<file path="src/rtl/adc_host_multi_pkg.sv">
`default_nettype none
// ============================================================================
//  Module   : adc_host_multi_pkg
//  Brief    : Shared state encoding, output formats and sizing helper for the
//             multi-lane serial ADC host.
//  Revision : 1.0
// ============================================================================
package adc_host_multi_pkg;

    typedef enum logic [2:0] {
        ST_IDLE  = 3'd0,
        ST_CONV  = 3'd1,
        ST_WAIT  = 3'd2,
        ST_SHIFT = 3'd3,
        ST_DONE  = 3'd4
    } state_t;

    localparam int FMT_RAW    = 0;
    localparam int FMT_OFFSET = 1;

    // Width able to hold 0..max_count-1, never narrower than one bit.
    function automatic int cnt_width(input int max_count);
        return (max_count > 1) ? $clog2(max_count) : 1;
    endfunction

endpackage
`default_nettype wire

</file>
<file path="src/rtl/adc_shift_lane.sv">
`default_nettype none
// ============================================================================
//  Module   : adc_shift_lane
//  Brief    : One ADC data lane: MSB-first shift register with optional
//             offset-binary to two's-complement conversion.
//  Revision : 1.0
// ============================================================================
module adc_shift_lane
    import adc_host_multi_pkg::*;
#(
    parameter int DATA_W = 16,
    parameter int FORMAT = FMT_RAW
) (
    input  logic              clk,
    input  logic              rst,
    input  logic              sample_en,
    input  logic              sdo,
    output logic [DATA_W-1:0] word
);

    logic [DATA_W-1:0] shift_q;

    always_ff @(posedge clk) begin
        if (rst) begin
            shift_q <= '0;
        end else if (sample_en) begin
            shift_q <= {shift_q[DATA_W-2:0], sdo};
        end
    end

    // Offset binary differs from two's complement only in the sign bit.
    if (FORMAT == FMT_OFFSET) begin : g_offset
        assign word = {~shift_q[DATA_W-1], shift_q[DATA_W-2:0]};
    end else begin : g_raw
        assign word = shift_q;
    end

endmodule
`default_nettype wire

</file>
<file path="src/rtl/adc_host_multi.sv">
`default_nettype none
// ============================================================================
//  Module   : adc_host_multi
//  Brief    : Host for CHANNELS simultaneous-sampling serial ADCs with shared
//             CONVST/SCLK; emits one aligned word per lane per frame.
//  Revision : 1.0
// ============================================================================
module adc_host_multi
    import adc_host_multi_pkg::*;
#(
    parameter int CHANNELS   = 2,
    parameter int DATA_W     = 16,
    parameter int SCLK_HALF  = 1,
    parameter int CONV_PULSE = 11,
    parameter int CONV_WAIT  = 13,
    parameter int AUTO       = 0,
    parameter int FORMAT     = FMT_RAW
) (
    input  logic                       clk,
    input  logic                       rst,
    input  logic                       enable,
    input  logic                       start,
    output logic                       CONVST,
    output logic                       SCLK,
    input  logic [CHANNELS-1:0]        SDO,
    output logic [CHANNELS*DATA_W-1:0] data,
    output logic                       newdata,
    output logic                       busy,
    output logic                       overrun
);

    localparam int CNT_MAX_A = (CONV_PULSE > CONV_WAIT) ? CONV_PULSE : CONV_WAIT;
    localparam int CNT_MAX   = (CNT_MAX_A > SCLK_HALF) ? CNT_MAX_A : SCLK_HALF;
    localparam int CNT_W     = cnt_width(CNT_MAX);
    localparam int BIT_W     = $clog2(DATA_W + 1);

    localparam logic [CNT_W-1:0] CONV_LAST = CNT_W'(CONV_PULSE - 1);
    localparam logic [CNT_W-1:0] WAIT_LAST = CNT_W'(CONV_WAIT - 1);
    localparam logic [CNT_W-1:0] HALF_LAST = CNT_W'(SCLK_HALF - 1);
    localparam logic [BIT_W-1:0] BIT_LAST  = BIT_W'(DATA_W - 1);
    localparam bit               AUTO_MODE = (AUTO != 0);

    state_t                     state_q, state_d;
    logic [CNT_W-1:0]           cnt_q, cnt_d;
    logic [BIT_W-1:0]           bit_q, bit_d;
    logic                       sclk_q, sclk_d;
    logic                       convst_q;
    logic                       newdata_q;
    logic                       overrun_q;
    logic [CHANNELS*DATA_W-1:0] data_q;
    logic [CHANNELS*DATA_W-1:0] lane_words;
    logic                       sample_en;
    logic                       trigger;

    assign trigger = enable && (AUTO_MODE || start);

    always_comb begin
        state_d   = state_q;
        cnt_d     = cnt_q;
        bit_d     = bit_q;
        sclk_d    = 1'b0;
        sample_en = 1'b0;
        case (state_q)
            ST_IDLE: begin
                if (trigger) begin
                    state_d = ST_CONV;
                    cnt_d   = '0;
                end
            end
            ST_CONV: begin
                if (cnt_q == CONV_LAST) begin
                    state_d = ST_WAIT;
                    cnt_d   = '0;
                end else begin
                    cnt_d = cnt_q + 1'b1;
                end
            end
            ST_WAIT: begin
                if (cnt_q == WAIT_LAST) begin
                    state_d = ST_SHIFT;
                    cnt_d   = '0;
                    bit_d   = '0;
                end else begin
                    cnt_d = cnt_q + 1'b1;
                end
            end
            ST_SHIFT: begin
                sclk_d = sclk_q;
                if (cnt_q != HALF_LAST) begin
                    cnt_d = cnt_q + 1'b1;
                end else begin
                    cnt_d  = '0;
                    sclk_d = ~sclk_q;
                    // Lanes capture on the edge that raises SCLK.
                    if (!sclk_q) begin
                        sample_en = 1'b1;
                    end else if (bit_q == BIT_LAST) begin
                        state_d = ST_DONE;
                        bit_d   = '0;
                    end else begin
                        bit_d = bit_q + 1'b1;
                    end
                end
            end
            ST_DONE: begin
                state_d = (AUTO_MODE && enable) ? ST_CONV : ST_IDLE;
                cnt_d   = '0;
                bit_d   = '0;
            end
            default: begin
                state_d = ST_IDLE;
            end
        endcase
        if (!enable && (state_q != ST_IDLE)) begin
            state_d   = ST_IDLE;
            cnt_d     = '0;
            bit_d     = '0;
            sclk_d    = 1'b0;
            sample_en = 1'b0;
        end
    end

    always_ff @(posedge clk) begin
        if (rst) begin
            state_q   <= ST_IDLE;
            cnt_q     <= '0;
            bit_q     <= '0;
            sclk_q    <= 1'b0;
            convst_q  <= 1'b0;
            newdata_q <= 1'b0;
            overrun_q <= 1'b0;
            data_q    <= '0;
        end else begin
            state_q   <= state_d;
            cnt_q     <= cnt_d;
            bit_q     <= bit_d;
            sclk_q    <= sclk_d;
            convst_q  <= (state_d == ST_CONV);
            newdata_q <= (state_d == ST_DONE);
            overrun_q <= !AUTO_MODE && start && (state_q != ST_IDLE);
            if (state_d == ST_DONE) begin
                data_q <= lane_words;
            end
        end
    end

    for (genvar c = 0; c < CHANNELS; c++) begin : g_lane
        adc_shift_lane #(
            .DATA_W (DATA_W),
            .FORMAT (FORMAT)
        ) u_lane (
            .clk       (clk),
            .rst       (rst),
            .sample_en (sample_en),
            .sdo       (SDO[c]),
            .word      (lane_words[c*DATA_W +: DATA_W])
        );
    end

    assign CONVST  = convst_q;
    assign SCLK    = sclk_q;
    assign data    = data_q;
    assign newdata = newdata_q;
    assign busy    = (state_q != ST_IDLE);
    assign overrun = overrun_q;

endmodule
`default_nettype wire
</file>
<file path="config.mk">
export PLATFORM = sky130hd
export DESIGN_NAME = adc_host_multi
export DESIGN_NICKNAME = d
export VERILOG_FILES = /design/src/rtl/adc_host_multi_pkg.sv /design/src/rtl/adc_shift_lane.sv /design/src/rtl/adc_host_multi.sv
export SDC_FILE = /design/constraint.sdc
export NUM_CORES = 1
export LEC_CHECK = 0
export CORE_MARGIN = 1.5
export CORE_UTILIZATION = 55
export CTS_CLUSTER_DIAMETER = 100
export DETAILED_ROUTE_END_ITERATION = 7
export DONT_BUFFER_PORTS = 1
export GPL_TIMING_DRIVEN = 0
export PLACE_DENSITY_LB_ADDON = 0.3
export SLEW_MARGIN = 20
export SYNTH_ARGS = -nofsm -noshare
export SYNTH_HDL_FRONTEND = slang
export SYNTH_SLANG_ARGS = --single-unit
</file>
<file path="constraint.sdc">
create_clock -name clk -period 2.5 [get_ports clk]
set_clock_uncertainty 0.15 [all_clocks]
set_input_delay 0.125 -clock clk [delete_from_list [all_inputs] [get_ports clk]]
set_output_delay 0.125 -clock clk [all_outputs]
set_load 0.02 [all_outputs]
</file>
==> metrics.txt <==
status finished, final reports clean; drt wl/cell 14.3 um; HPWL Detailed 4170 um; Pleak 1.17 nW; via count 2435; Num CTS Buffers 9; Setup CP Type flop to flop; #FFs+latches synth 80; Synth Flop Type dfxtp_1; Die Wd 79 um; DIE AREA 6240 um^2; Yosys warnings 0; leading cell type in the layout, fill and taps excluded dfxtp_1; grt ovf 0; core box area 5540 um^2; synthesized instance count 348; total clock sinks 80; Nets 374; EDFF count, synth 0; CTS tree yes; post-layout util 63.6%; WL final 6300 um; register area share after synthesis 50.4%; Worst Tran Pin Value 0.528 ns; Max Slew Vio Count 0; Initial Util 57.3%; Clk Latency, worst-skew pair 0.36 ns; GRT met1 Usage 27.6%; endpoints failing setup 0; cts repair resizes 0; syn_area_per_cell 9.13 um^2; smallest hold slack 0.00824 ns; DRT iter0 DRCs 117; PwrDens 665 nW/um^2; max cap viols 0; commonest cells after routing, fill and taps aside 80 x dfxtp_1, 68 x nand2_1, 39 x a21oi_1, 38 x nor2_1, 32 x mux2i_1; H-Tree Depth 3; routability-driven placement congestion ratio 0.829; Reg power frac 54.8%; Syn Std Cell Area 3180 um^2; Critical Path RT 2.60 ns; Final WS setup 0.291 ns; pre-CTS setup slack 0.219 ns; GRT busiest layer met2; gr usage total 21.6%; Rows 27; IO Pins 43; crit share post-route 88.3%; internal power 1.80 mW; Initial DRT Pass Iterations 5; GRT met2 Usage 32.4%; first-pass GRT wire length 10300 um; Async SR Flop Fraction 0%; clock buffer depth 2; CTS root buffer clkbuf_8; overall power 2.34 mW; Worst Hold Class primary input to flop; f_max 453 MHz; Worst EP arrival 2.31 ns; CP max FO 10; met3 Usage GRT 9.08%; share of layout cells above drive strength 1 10.0%; ant diodes 0; unique cell type count in the Yosys netlist 45; Comb pwr share 3.3%; routed vias/inst 5.52; Worst-path clk slew 0.08 ns; synthesis-to-finish area growth 10.8%; die height 79 um; Post-DRT Antenna Nets 0; initial antenna violation count 0; Worst setup SP type flop; Post-Syn Nets 358; Psw 545 uW; Clk pwr share 42.0%; IO buf count 0; fraction of power spent switching nets 23.3%; Hold Fails Final Rpt 0; Max-slew headroom 63.9%; maximum VDD drop 0.000443 V; Critical Path End Type flop; Period minus WS final 2.21 ns; largest net degree at the start of global routing 15; vias in the first global route 2226; post-route setup TNS 0 ns; DRC violations left 0; RSZ-0062 raised after global routing false
## power by group through the flow
stage / clock (mW) / sequential, mW / combinational [mW]
after floorplan: 0 / 1.31 / 0.0512
after global placement: 0 / 1.31 / 0.0647
after detailed placement: 0 / 1.31 / 0.0665
after CTS: 0.997 / 1.28 / 0.0748
after global routing: 1.05 / 1.28 / 0.0833
final: 0.983 / 1.28 / 0.0762
## worst max-delay path: stages (launching register included)
cell,delay (ns)
dfxtp_1,0.35
inv_1,0.09
ha_1,0.28
nand4bb_1,0.24
nor4_4,0.45
buf_6,0.25
mux2i_1,0.22
nor2_1,0.05
## routing by layer
layer / routed length, um / up-vias
li1: - / 1224
met1: 2910 / 1139
met2: 2840 / 59
met3: 436 / 13
met4: 111 / 0
met5: 0 / -
## final timing paths
check,depth (start not counted),endpoint,startpoint,slack (ns)
worst min register to register,2,g_lane[0].u_lane.word[15]$_SDFFE_PP0P_,g_lane[0].u_lane.word[15]$_SDFFE_PP0P_,0.32
worst max register to register,7,data[14]$_SDFFE_PP0N_,cnt_q[0]$_SDFFE_PP0P_,0.29
worst max-delay path,7,data[14]$_SDFFE_PP0N_,cnt_q[0]$_SDFFE_PP0P_,0.29
worst min-delay path,2,g_lane[1].u_lane.word[14]$_SDFFE_PP0P_,rst,0.008
## logic make-up (layout without fill, tap and decap cells)
family / count (synthesis) / in the layout / synth area share, %
AND/OR/NAND/NOR: 143 / 143 / 21.7
adder cells (fa/ha/maj): 4 / 4 / 1.58
AO/OA/AOI/OAI: 61 / 61 / 11.7
multiplexers: 32 / 32 / 10.1
buffers and inverters: 28 / 49 / 4.53
flip-flops: 80 / 80 / 50.4
## timing repair
action                     4_1_cts  5_1_grt
hold buffers                     5        0
buffers inserted                 0        0
hold endpoints to repair        15        0
setup endpoints to repair        0        1
## cells in the mapped netlist, drive strengths merged, types with 3 or more instances
| cell type | instances | area, um^2 |
|---|---|---|
| nand3b | 4 | 30.0 |
| nor3 | 7 | 35.0 |
| nand3 | 5 | 25.0 |
| a211oi | 4 | 30.0 |
| ha | 4 | 50.1 |
| buf | 11 | 80.1 |
| a21oi | 39 | 195 |
| mux2i | 32 | 320 |
| nor2 | 38 | 143 |
| dfxtp | 80 | 1600 |
| clkbuf | 13 | 48.8 |
| o21ai | 3 | 15.0 |
| nand2 | 68 | 255 |
| a31oi | 3 | 18.8 |
| inv | 4 | 15.0 |
## final cells by class
type / instances / area (um^2)
clock inverter: 6 / 66.3
timing repair buffer: 5 / 50.0
tap: 72 / 90.1
sequential: 80 / 1600
fill: 457 / 2020
inverter: 4 / 15.0
multi-input combinational: 240 / 1430
clock buffer: 10 / 138
buffer: 24 / 129
## metrics by stage
stage	instance area, um^2	instances
after floorplan	3180	348
after global placement	3270	420
after detailed placement	3270	420
after CTS	3520	441
after global routing	3520	441
final	3520	441
## state kept, by name, summed over array words and instances (netlist names)
name,flops
state_q,3
newdata,1
data,32
overrun,1
g_lane.u_lane.word,32
bit_q,5
SCLK,1
cnt_q,4
CONVST,1
Note: power is estimated with default switching activity, not from simulation.
